### src/rtl/fc_pkg.sv
// Shared widths, segment-type encodings and FSM states for the FC layer read controller.
package fc_pkg;

    localparam int ADDR_W = 28;
    localparam int DATA_W = 32;
    localparam int CNT_W  = 16;

    localparam logic [2:0] DT_IDLE   = 3'b000;
    localparam logic [2:0] DT_DATA   = 3'b001;
    localparam logic [2:0] DT_WEIGHT = 3'b010;
    localparam logic [2:0] DT_BIAS   = 3'b100;

    typedef enum logic [2:0] {
        S_IDLE,
        S_AWAIT,
        S_READ,
        S_DRAIN,
        S_NEXT,
        S_END
    } state_e;

    // Segment order is data -> weight -> bias; anything else falls back to idle.
    function automatic logic [2:0] next_type(input logic [2:0] t);
        case (t)
            DT_DATA:   next_type = DT_WEIGHT;
            DT_WEIGHT: next_type = DT_BIAS;
            default:   next_type = DT_IDLE;
        endcase
    endfunction

endpackage

### src/rtl/fc_rd_addr_gen.sv
// Per-segment base register plus issued/returned/outstanding word counters; drives the
// memory read request and word address for the active segment.
module fc_rd_addr_gen
    import fc_pkg::*;
#(
    parameter int MAX_OUTST = 4
) (
    input  logic              clk,
    input  logic              rst_n,
    input  logic              ld_i,
    input  logic [ADDR_W-1:0] base_i,
    input  logic [CNT_W-1:0]  len_i,
    input  logic              issue_en_i,
    input  logic              gnt_i,
    input  logic              ret_i,
    output logic              req_o,
    output logic [ADDR_W-1:0] addr_o,
    output logic              issue_done_o,
    output logic              ret_done_o,
    output logic              ret_last_o
);

    logic [ADDR_W-1:0] base_q;
    logic [CNT_W-1:0]  issued_q, returned_q, outst_q;
    logic              take, dec;

    // Request depends only on registered state, so it and the address stay
    // stable while a request waits for its grant.
    assign req_o        = issue_en_i && (issued_q < len_i) && (outst_q < CNT_W'(MAX_OUTST));
    assign addr_o       = base_q + ADDR_W'(issued_q);
    assign take         = req_o && gnt_i;
    assign dec          = ret_i && (outst_q != '0);
    assign issue_done_o = (issued_q == len_i);
    assign ret_done_o   = (returned_q == len_i);
    assign ret_last_o   = ret_i && ((returned_q + 16'd1) == len_i);

    always_ff @(posedge clk) begin
        if (!rst_n) begin
            base_q     <= '0;
            issued_q   <= '0;
            returned_q <= '0;
            outst_q    <= '0;
        end else if (ld_i) begin
            base_q     <= base_i;
            issued_q   <= '0;
            returned_q <= '0;
            outst_q    <= '0;
        end else begin
            if (take)
                issued_q <= issued_q + 16'd1;
            if (ret_i)
                returned_q <= returned_q + 16'd1;
            if (take && !dec)
                outst_q <= outst_q + 16'd1;
            else if (!take && dec)
                outst_q <= outst_q - 16'd1;
        end
    end

endmodule

### src/rtl/fc_rd_ctrl.sv
// FC layer read controller: fetches data, weight and bias segments in turn, asking the
// controller for each base address and streaming the returned words out tagged by type.
module fc_rd_ctrl
    import fc_pkg::*;
#(
    parameter int DATA_LEN   = 16,
    parameter int WEIGHT_LEN = 64,
    parameter int BIAS_LEN   = 4,
    parameter int MAX_OUTST  = 4
) (
    input  logic              clk,
    input  logic              rst_n,
    input  logic              fc_en,
    input  logic              NcNrc_initAddrEn,
    input  logic [ADDR_W-1:0] NcNrc_initAddr,
    output logic              NrcNc_initAddrRq,
    output logic [2:0]        NrcNc_dataType,
    output logic              NrcNc_rd_end,
    output logic              mem_rd_req,
    output logic [ADDR_W-1:0] mem_rd_addr,
    input  logic              mem_rd_gnt,
    input  logic              mem_rd_rvalid,
    input  logic [DATA_W-1:0] mem_rd_rdata,
    output logic              rd_valid,
    output logic [DATA_W-1:0] rd_data,
    output logic [2:0]        rd_type,
    output logic              rd_last
);

    localparam logic [CNT_W-1:0] D_LEN = CNT_W'(DATA_LEN);
    localparam logic [CNT_W-1:0] W_LEN = CNT_W'(WEIGHT_LEN);
    localparam logic [CNT_W-1:0] B_LEN = CNT_W'(BIAS_LEN);

    state_e            state_q;
    logic [1:0]        wait_q;
    logic [2:0]        type_q;
    logic              rq_q, end_q;
    logic              rd_valid_q, rd_last_q;
    logic [DATA_W-1:0] rd_data_q;
    logic [2:0]        rd_type_q;
    logic [CNT_W-1:0]  len;
    logic              ld, accept, issue_done, ret_done, ret_last;

    always_comb begin
        len = D_LEN;
        case (type_q)
            DT_WEIGHT: len = W_LEN;
            DT_BIAS:   len = B_LEN;
            default:   len = D_LEN;
        endcase
    end

    assign ld     = (state_q == S_AWAIT) && (wait_q == 2'd0) && NcNrc_initAddrEn;
    // Responses outside READ/DRAIN are strays (e.g. from reads aborted by reset).
    assign accept = mem_rd_rvalid && ((state_q == S_READ) || (state_q == S_DRAIN));

    fc_rd_addr_gen #(.MAX_OUTST(MAX_OUTST)) u_addr_gen (
        .clk          (clk),
        .rst_n        (rst_n),
        .ld_i         (ld),
        .base_i       (NcNrc_initAddr),
        .len_i        (len),
        .issue_en_i   (state_q == S_READ),
        .gnt_i        (mem_rd_gnt),
        .ret_i        (accept),
        .req_o        (mem_rd_req),
        .addr_o       (mem_rd_addr),
        .issue_done_o (issue_done),
        .ret_done_o   (ret_done),
        .ret_last_o   (ret_last)
    );

    always_ff @(posedge clk) begin
        if (!rst_n) begin
            state_q <= S_IDLE;
            wait_q  <= 2'd0;
            type_q  <= DT_IDLE;
            rq_q    <= 1'b0;
            end_q   <= 1'b0;
        end else begin
            rq_q  <= 1'b0;
            end_q <= 1'b0;
            case (state_q)
                S_IDLE: if (fc_en) begin
                    state_q <= S_AWAIT;
                    type_q  <= DT_DATA;
                    wait_q  <= 2'd2;
                end
                S_AWAIT: begin
                    if (wait_q != 2'd0)
                        wait_q <= wait_q - 2'd1;
                    else if (NcNrc_initAddrEn)
                        state_q <= S_READ;
                end
                S_READ: if (issue_done) state_q <= S_DRAIN;
                S_DRAIN: if (ret_done) begin
                    if (type_q == DT_BIAS) begin
                        state_q <= S_END;
                        end_q   <= 1'b1;
                        type_q  <= DT_IDLE;
                    end else begin
                        state_q <= S_NEXT;
                        rq_q    <= 1'b1;
                    end
                end
                S_NEXT: begin
                    type_q  <= next_type(type_q);
                    wait_q  <= 2'd2;
                    state_q <= S_AWAIT;
                end
                S_END:   state_q <= S_IDLE;
                default: state_q <= S_IDLE;
            endcase
        end
    end

    always_ff @(posedge clk) begin
        if (!rst_n) begin
            rd_valid_q <= 1'b0;
            rd_data_q  <= '0;
            rd_type_q  <= DT_IDLE;
            rd_last_q  <= 1'b0;
        end else begin
            rd_valid_q <= accept;
            rd_last_q  <= ret_last;
            if (accept) begin
                rd_data_q <= mem_rd_rdata;
                rd_type_q <= type_q;
            end
        end
    end

    assign NrcNc_initAddrRq = rq_q;
    assign NrcNc_rd_end     = end_q;
    assign NrcNc_dataType   = type_q;
    assign rd_valid         = rd_valid_q;
    assign rd_data          = rd_data_q;
    assign rd_type          = rd_type_q;
    assign rd_last          = rd_last_q;

endmodule

### config.mk
export PLATFORM = sky130hd
export DESIGN_NAME = fc_rd_ctrl
export DESIGN_NICKNAME = d
export VERILOG_FILES = /design/src/rtl/fc_pkg.sv /design/src/rtl/fc_rd_addr_gen.sv /design/src/rtl/fc_rd_ctrl.sv
export SDC_FILE = /design/constraint.sdc
export NUM_CORES = 1
export LEC_CHECK = 0
export ABC_AREA = 0
export CAP_MARGIN = 20
export CORE_MARGIN = 5
export CORE_UTILIZATION = 52
export CTS_CLUSTER_DIAMETER = 150
export DETAILED_ROUTE_END_ITERATION = 10
export MAX_ROUTING_LAYER = met4
export PLACE_DENSITY_LB_ADDON = 0.05
export REMOVE_ABC_BUFFERS = 1
export SLEW_MARGIN = 20
export SYNTH_ARGS = -nofsm -noshare
export SYNTH_HDL_FRONTEND = slang
export SYNTH_SLANG_ARGS = --single-unit
### constraint.sdc
create_clock -name clk -period 6 [get_ports clk]
set_input_delay 0.9 -clock clk [delete_from_list [all_inputs] [get_ports clk]]
set_output_delay 0.9 -clock clk [all_outputs]
set_load 0.02 [all_outputs]
**Word level (Yosys, flattened, before mapping)**

Cells that the tools add are included.
Widths: inputs -> output; s select.

- Register bits: 123
- Latch bits: 0
- Bits in writable memories: 0
- Memory bits (read-only): 0
- Input port bits: 66
- Output and inout port bits: 71
- Logic and storage cells: 83
- Memories kept: 0

- $add $sub $neg: 6
- $mul: 0
- Div/mod/pow operators: 0
- Order comparisons: 2
- Equal/unequal tests: 17
- Shift operators: 0
- Multiplexer cells: 19
- Bitwise operators: 1
- Reductions and logical operators: 25

Operators with widths:

| cell | number |
|---|---|
| $add 16x1->16 const B | 3 |
| $eq 16x7->1 | 3 |
| $mux 16 | 2 |
| $add 28x16->28 | 1 |
| $mux 3 | 7 |
| $lt 16x3->1 const B | 1 |
| $lt 16x7->1 | 1 |
| $reduce_bool 16->1 | 1 |
| $sub 16x1->16 const B | 1 |
| $pmux 3 s5 | 1 |
| $pmux 7 s2 | 1 |
| $logic_and 1x1->1 | 10 |
| $ne 2x2->1 const B | 5 |
| $eq 3x2->1 const B | 3 |
| $pmux 3 s3 | 1 |
| $eq 3x1->1 const B | 2 |
| $eq 3x3->1 const B | 2 |
| $pmux 2 s3 | 1 |
| $pmux 3 s2 | 1 |
| $reduce_and 3->1 | 2 |
| $reduce_bool 3->1 | 2 |
| $reduce_and 5->1 | 1 |
| $mux 2 | 2 |
| $ne 2x1->1 const B | 2 |
| 10 further kinds | 14 |

**Longest topological paths before layout**

Gate-level depths: netlist (run 1).

- Depth after elaboration: 10
- Depth in mapped cells: 18
- Depth with buffers taken out: 18

**Cells and area by module**

From an unflattened synthesis (run 1), not the netlist that was laid out.

- Cell total of the unflattened synthesis: 887
- Area total of the unflattened synthesis: 7,308.3 um2

Modules (own cells, without submodules):

| module | instances | cells an instance | area each (um2) | sequential area each (um2) |
|---|---|---|---|---|
| fc_rd_addr_gen | 1 | 668 | 5,497.8 | 1,521.5 |
| fc_rd_ctrl | 1 | 219 | 1,810.5 | 940.9 |

**Worst setup path before layout (run 1)**

OpenSTA, ideal clock, no wires.

- Kind: flip-flop to flip-flop
- Start point: register type_q[1] (netlist: NrcNc_dataType[1])
- End point: register u_addr_gen.outst_q[15]
- Setup time: 118 ps
- Data arrival time: 4,948 ps
- Data required time: 5,882 ps
- Path slack: 934 ps
- Cell stages (with the launch flop): 19
- Buffers on the path: 0
- Clock period less this slack: 5,066 ps
- Cell sequence: dfxtp_1 nand2b_1 nor2_1 inv_1 ha_1 nand4bb_1 o211ai_1 nor4b_1 and2_1 ha_1 inv_1 ha_1 nand3_1 or4_1 nor4bb_1 o211a_1 o21ai_1 or3b_1 mux2i_1

- Cells in the longest elaborated chain, start to end: 9
- Elaborated cells between the ends (all ways): 12
- Classes of those cells: 1 x order compare; 2 x eq/ne; 2 x mux; 7 x reduce/logical

Ends and longest elaborated chain:

| what | line | RTL |
|---|---|---|
| start: declaration | fc_rd_ctrl.sv:36 | `logic [2:0] type_q;` |
| start signal: assignment | fc_rd_ctrl.sv:107 | `type_q <= next_type(type_q);` |
| $eq 3x3->1 / $eq 3x2->1 (equally long branches) | fc_rd_ctrl.sv:46 | `case (type_q)` |
| $pmux 7 s2 (*) | fc_rd_ctrl.sv:46 |  |
| $lt 16x7->1 (*) | fc_rd_addr_gen.sv:29 | `assign req_o = issue_en_i && (issued_q < len_i) && (outst_q < CNT_W'(MAX_OUTST));` |
| $logic_and 1x1->1 (*) (2 in a row) | fc_rd_addr_gen.sv:29 |  |
| via mem_rd_req | fc_rd_ctrl.sv:19 | `output logic mem_rd_req,` |
| $logic_and 1x1->1 (*) | fc_rd_addr_gen.sv:31 | `assign take = req_o && gnt_i;` |
| via u_addr_gen.take | fc_rd_addr_gen.sv:25 | `logic take, dec;` |
| $logic_not 1->1 | fc_rd_addr_gen.sv:55 | `else if (!take && dec)` |
| $logic_and 1x1->1 | fc_rd_addr_gen.sv:55 |  |
| $reduce_bool 2->1 (no line) | - |  |
| end signal: assignment | fc_rd_addr_gen.sv:54 | `outst_q <= outst_q + 16'd1;` |
| end signal: assignment | fc_rd_addr_gen.sv:56 | `outst_q <= outst_q - 16'd1;` |
| end: declaration | fc_rd_addr_gen.sv:24 | `logic [CNT_W-1:0] issued_q, returned_q, outst_q;` |

Mark *: on every way through the listed nets, which the timed path passes. The rest lies on a longest branch.
A chain may end at the register's enable or synchronous reset.

**Final worst setup path (run 1)**

- Start point: register type_q[2] (netlist: NrcNc_dataType[2])
- End point: register u_addr_gen.outst_q[15]

- Cells in the longest elaborated chain, start to end: 9
- Elaborated cells between the ends (all ways): 12
- Classes of those cells: 1 x order compare; 2 x eq/ne; 2 x mux; 7 x reduce/logical

Ends and longest elaborated chain:

| what | line |
|---|---|
| $eq 3x3->1 / $eq 3x2->1 (equally long branches) | fc_rd_ctrl.sv:46 |
| $pmux 7 s2 (*) | fc_rd_ctrl.sv:46 |
| $lt 16x7->1 (*) | fc_rd_addr_gen.sv:29 |
| $logic_and 1x1->1 (*) (2 in a row) | fc_rd_addr_gen.sv:29 |
| $logic_and 1x1->1 (*) | fc_rd_addr_gen.sv:31 |
| via u_addr_gen.take | fc_rd_addr_gen.sv:25 |
| $logic_not 1->1 | fc_rd_addr_gen.sv:55 |
| $logic_and 1x1->1 | fc_rd_addr_gen.sv:55 |
| $reduce_bool 2->1 (no line) | - |

Marks and branches as above.

==> out/metrics.csv, run 1 <==
stage,metric,value,unit
yosys,yosys_register_bits,123,
pwr,p_per_area,340,mW/mm2
floorplan,pin_count,137,
yosys,yosysSeqAreaShare,37.4,%
sta,max_slew.worst_pin.slew,959,ps
floorplan,core_area,0.0125,mm2
final_layout,drive_gt1_share,5.13,%
grt,antenna_found_initial,0,
min_path,min_from,rd_data[15],
sta,fin_tns_setup,0,ps
min_path,hold_end,rd_data[15],
min_path,hold_class,flop to flop,
final_layout,nets,1070,
pwr,p_seq_share,31.3,%
sta,finalMaxSlewViolations,0,
placed_design,portBuffers,136,
cts,ctsResizeCount,0,
yosys,synth_ff_type,dfxtp_1,
cts,cts.sinks,123,
pwr,p_sw_share,32.9,%
pwr,power_leakage,0.00338,uW
sta,relSlewSlack,36.1,%
placed_design,dp_hpwl,12400,um
grt,grtUsageTotal,24.1,%
sta,setup_slack,1070,ps
grt,grt_max_degree,58,
setup_path,worstPathRequired,6320,ps
setup_path,cp_data_arrival_time,5240,ps
run_status,outcome,"complete, no violations",
sta,skew,6.29,ps
final_layout,fin_util,69.4,%
grt,grt_pass1_wl,28000,um
sta,hold_ws,453,ps
setup_path,start_kind,flop,
pwr,netSwitchingPower,973,uW
setup_path,endpoint_kind,flop,
placed_design,pre_cts_ws,1110,ps
drt,drt-total-wl,17500,um
floorplan,fp-row-count,41,
yosys,async_reset_ff_share,0,%
floorplan,die_width,122,um
yosys,syn_inst,839,
sta,hold_viol,0,
cts,cts_buffers,17,
min_path,min_path_cells,2,
cts,postCtsSetupBuffers,0,
drt,num_vias,6237,
sta,fmaxAchievable,203,MHz
pwr,clock_power_share,36.1,%
setup_path,ff2ff_setup_slack,1070,ps
setup_path,regToRegStartpoint,NrcNc_dataType[2],
cts,clockRootBuffer,clkbuf_16,
grt,grt-ovfl-total,0,
drt,drt_iter0_drc,434,
sta,finalSetupViolCount,0,
setup_path,worstSetupPathType,flop to flop,
yosys,syn_area,0.00658,mm2
yosys,synth_top_cells_by_area,"dfxtp_1 37%, nand2_1 9.5%, a21oi_1 7.7%",
drt,route.detailed.drc,0,
yosys,syn_avg_cell_area,7.84,um2
yosys,synthDistinctLibCells,55,
yosys,netlist.area_leader.share,37.4,%
yosys,yosysTopAreaCell,dfxtp_1,
yosys,ys_warn_count,0,
setup_path,r2r-end,u_addr_gen.outst_q[15],
drt,antenna_left,0,
cts,cts-htree-levels,4,
pwr,power.share.combinational,32.6,%
placed_design,gp_congestion,0.876,
setup_path,critPathMaxFanout,15,
setup_path,r2r_cells,18,
floorplan,die_h,122,um
yosys,synth_edf_count,0,
cts,postCtsHoldBufs,0,
drt,wl_per_cell,15.2,um
cts,cts_max_path_buffers,2,
final_layout,diodes,0,
sta,fin_crit_sh,82.1,%
drt,drt_first_pass_iters,5,
sta,fin_crit,4930,ps
drt,drt-vias-per-instance,5.44,
pwr,p_int,1980,uW
job,cap_violations,0,
grt,grt_pass1_vias,5970,
cts,clk_latency,430,ps
floorplan,die_area,0.0150,mm2
final_layout,area_delta_synth_final,32.0,%
sta,rsz0062_at_grt,false,
floorplan,start_util,52.5,%
pwr,irDropWorstVdd,0.000221,V
cts,clkTransAtPathRegs,60,ps
cts,cts_tree,built,
[layer usage]
layer,global-route usage [%],vias to the layer above,share of wire [%]
met2,38.8,156,49
li1,-,3142,-
met3,6.96,28,6.2
met4,8.68,0,2.0
met1,28.8,2911,43
met5,-,-,0
[critical path, stage by stage, from the launching register on]
cell	delay [ps]
dfxtp_1	350
nand2b_1	170
nor2_1	380
inv_1	110
ha_1	310
nand4bb_1	150
o211ai_1	110
nor4b_1	380
and2_1	210
ha_1	190
inv_1	270
ha_1	490
nand3_1	150
or4_1	550
nor4bb_1	170
o211a_1	240
o21ai_1	110
or3b_1	360
mux2i_1	120
[cell usage after synthesis, types with 3 or more instances]
library cell / n
o31ai_1: 5
xnor2_1: 41
nand2b_1: 7
buf_1: 5
xor2_1: 19
nand3_1: 27
clkbuf_1: 34
and3_1: 6
nor3b_1: 3
nor3_1: 16
ha_1: 40
a211oi_1: 10
dfxtp_1: 123
a21oi_1: 101
mux2i_1: 9
o21ai_0: 17
o21a_1: 4
nor2b_1: 7
or3_1: 7
a21o_1: 10
nand4_1: 10
nor2_1: 76
inv_1: 22
or2_2: 6
nor4_1: 10
and2_1: 11
nand2_1: 166
o21bai_1: 9
[cells by family after synthesis]
family,count (synthesis),synth area share (%)
AND/OR/NAND/NOR,362,24.9
AO/OA/AOI/OAI,179,16.2
flip-flops,123,37.4
buffers and inverters,62,3.54
XOR/XNOR,60,7.99
adder cells (fa/ha/maj),42,8.22
multiplexers,11,1.71
[area by class of cell]
type | count | area (um2)
clock buffers | 17 | 425
repair buffers | 143 | 1410
flip-flops and latches | 123 | 2460
inverters | 23 | 86.3
multi-input cells | 654 | 3890
clock inverters | 15 | 191
fillers | 1034 | 3830
well taps | 172 | 215
[metrics by stage]
stage          std cells  instance area, um2  total power [uW]
5_1_grt             1147                8680              3140
4_1_cts             1147                8680              2970
6_report            1147                8680              2950
3_5_place_dp        1115                8070              1890
3_3_place_gp        1115                8070              1870
2_1_floorplan        800                6430              1650
[layout by cell type, fill, tap and decap left out, drive strengths merged, types with 3 or more instances in the layout]
cell type      count
o21ai             19
nor4              11
nor2              76
inv               27
nand2            166
nand4             10
nor2b              7
nor3              16
or2                6
nand3             27
a211oi            10
bufinv             3
or3                7
mux2i              9
o21a               4
ha                40
nor3b              3
dfxtp            123
a21oi            101
o31ai              5
buf                7
xnor2             41
clkdlybuf4s50    136
xor2              19
clkbuf            17
and2              11
and3               6
clkinv             7
o21bai             9
nand2b             7
a21o              10
[flip-flops by register name, summed over array words and instances (netlist names)]
signal / cells
u_addr_gen.issued_q: 16
rd_data: 32
rd_type: 3
rd_valid: 1
NrcNc_rd_end: 1
NrcNc_dataType: 3
wait_q: 2
u_addr_gen.returned_q: 16
rd_last: 1
NrcNc_initAddrRq: 1
u_addr_gen.base_q: 28
state_q: 3
u_addr_gen.outst_q: 16
[power groups by stage]
stage                     sequential [uW]  combinational, uW  clock, uW
final                                 926                963       1070
after global routing                  934               1080       1120
after CTS                             925                961       1080
after detailed placement              942                953          0
after global placement                939                933          0
after floorplan                       944                701          0
[how the worst max path moves through the flow]
| stage | start | end | slack [ps] |
|---|---|---|---|
| finish | NrcNc_dataType[2] | u_addr_gen.outst_q[15] | 1070 |
| global route | NrcNc_dataType[2] | u_addr_gen.outst_q[15] | 660 |
| CTS | u_addr_gen.issued_q[0] | mem_rd_addr[24] | 1060 |
| detailed placement | NrcNc_dataType[2] | u_addr_gen.outst_q[15] | 1110 |
| global placement | NrcNc_dataType[2] | u_addr_gen.outst_q[15] | 1270 |
| floorplan | NrcNc_dataType[1] | u_addr_gen.outst_q[15] | 930 |
Note: power is estimated with default switching activity, not from simulation.
==> run 2, diff against run 1 <==
- CORE_UTILIZATION: 52 -> 47
- clock period: 6 -> 4.2 ns (I/O delays scaled with it)
==> out/metrics.csv, run 2 (synthesis gave the netlist of run 1 again) <==
stage,metric,value,unit
final_layout,final_common_cell,nand2_1,
setup_path,ff2ff_setup_slack,80,ps
sta,hold_viol,0,
sta,finalSetupViolCount,0,
final_layout,diodes,0,
final_layout,nets,1103,
floorplan,fp-row-count,43,
placed_design,gp_congestion,0.916,
final_layout,area_delta_synth_final,36.7,%
grt,grt_pass1_vias,6063,
sta,rsz0062_at_grt,true,
cts,cts_max_path_buffers,2,
drt,route.detailed.drc,0,
setup_path,worstPathRequired,4500,ps
min_path,hold_class,flop to flop,
setup_path,r2r-end,u_addr_gen.outst_q[15],
setup_path,crit_path_end,u_addr_gen.outst_q[15],
cts,cts_tree,built,
setup_path,endpoint_kind,flop,
grt,antenna_found_initial,0,
grt,grt-ovfl-total,0,
final_layout,nFillCells,1209,
sta,fmaxAchievable,243,MHz
setup_path,critPathMaxFanout,9,
drt,antenna_left,0,
drt,drt-total-wl,17600,um
placed_design,portBuffers,136,
sta,relSlewSlack,28.8,%
floorplan,die_width,128,um
sta,fin_crit_sh,98.0,%
final_layout,largest_register_ffs,32,
pwr,finalPower,4390,uW
floorplan,die_area,0.0165,mm2
floorplan,start_util,47.6,%
sta,finalMaxSlewViolations,0,
job,cap_violations,0,
cts,clockRootBuffer,clkbuf_16,
drt,wl_per_cell,14.8,um
grt,grtUsageTotal,21.6,%
cts,cts.sinks,123,
drt,drt-vias-per-instance,5.36,
min_path,min_path_cells,2,
sta,skew,12.1,ps
sta,hold_ws,451,ps
final_layout,drive_gt1_share,9.23,%
setup_path,cp_data_arrival_time,4410,ps
setup_path,worstSetupPathType,flop to flop,
final_layout,multi_input_area,0.00394,mm2
placed_design,dpl_cell_area,0.00831,mm2
run_status,outcome,"complete, no violations",
setup_path,crit_start,NrcNc_dataType[2],
placed_design,dp_hpwl,12700,um
cts,clk_latency,410,ps
drt,num_vias,6372,
floorplan,pin_count,137,
cts,cts_buffers,17,
pwr,power_leakage,0.00363,uW
grt,grt_max_degree,44,
setup_path,start_kind,flop,
sta,max_slew.worst_pin.slew,1060,ps
final_layout,regArea,0.00246,mm2
grt,grt_pass1_wl,28200,um
sta,fin_crit,4120,ps
final_layout,layout_common_cells,"166 x nand2_1, 130 x clkdlybuf4s50_1, 123 x dfxtp_1, 100 x a21oi_1, 75 x nor2_1",
floorplan,core_area,0.0138,mm2
setup_path,r2r_cells,18,
pwr,irDropWorstVdd,0.000291,V
drt,drt_first_pass_iters,7,
pwr,p_per_area,488,mW/mm2
cts,postCtsHoldBufs,0,
setup_path,regToRegStartpoint,NrcNc_dataType[2],
floorplan,die_h,128,um
cts,cts-htree-levels,4,
final_layout,fin_area,0.00899,mm2
drt,drt_iter0_drc,312,
cts,clkTransAtPathRegs,50,ps
## run 2: through the flow
| step | std cells | util [%] | setup WS (ps) | setup TNS [ps] |
|---|---|---|---|---|
| detailed placement | 1154 | 60.1 | -121 | -154 |
| floorplan | 800 | - | -869 | -4510 |
| global route | 1188 | 65.0 | -167 | -180 |
| global placement | 1154 | 60.1 | 80.9 | 0 |
| CTS | 1186 | 64.5 | 14.7 | 0 |
| finish | 1188 | 65.0 | 82.7 | 0 |
## run 2: where the power goes
part / internal, uW / switching (uW)
clock: 938 / 525
combinational: 797 / 810
sequential: 1250 / 67.9
total: 2980 / 1400
## run 2: worst min-delay path by stage
stage / startpoint / end / slack [ps]
2_1_floorplan: u_addr_gen.base_q[0] / u_addr_gen.base_q[0] / 440
3_3_place_gp: rd_data[25] / rd_data[25] / 440
3_5_place_dp: rd_data[9] / rd_data[9] / 450
4_1_cts: rd_data[9] / rd_data[9] / 450
5_1_grt: rd_data[30] / rd_data[30] / 470
6_report: rd_data[9] / rd_data[9] / 450
## run 2: worst max-delay path, cell delays in order, from the launching register on
cell	delay [ps]
dfxtp_1	320
nand2b_1	180
nor2_2	110
inv_1	50
ha_1	290
nand4bb_1	130
o211ai_1	140
nor4b_2	270
and2_1	200
ha_2	210
inv_4	70
ha_1	300
nand3_1	100
or4_4	540
nor4bb_2	190
o211a_1	250
o21ai_1	130
or3b_4	390
mux2i_1	120
## run 2: per-layer routing
| layer | track usage [%] | wire (um) |
|---|---|---|
| met5 | - | 0 |
| met4 | 7.43 | 335 |
| met3 | 6.96 | 1100 |
| met2 | 33.8 | 8240 |
| met1 | 26.1 | 7890 |
## run 2: timing repair
action	in CTS	in global routing
gates resized for setup	4	15
setup buffers	0	2
setup endpoints to repair	4	18
pin swaps	0	3
## run 2: area by class of cell
class	count	share of cell area, %
clock buffer	23	5.43
clock inverter	9	1.24
inverter	23	0.988
multi-input combinational	654	43.8
sequential	123	27.4
tap	180	2.50
timing repair buffer	176	18.6
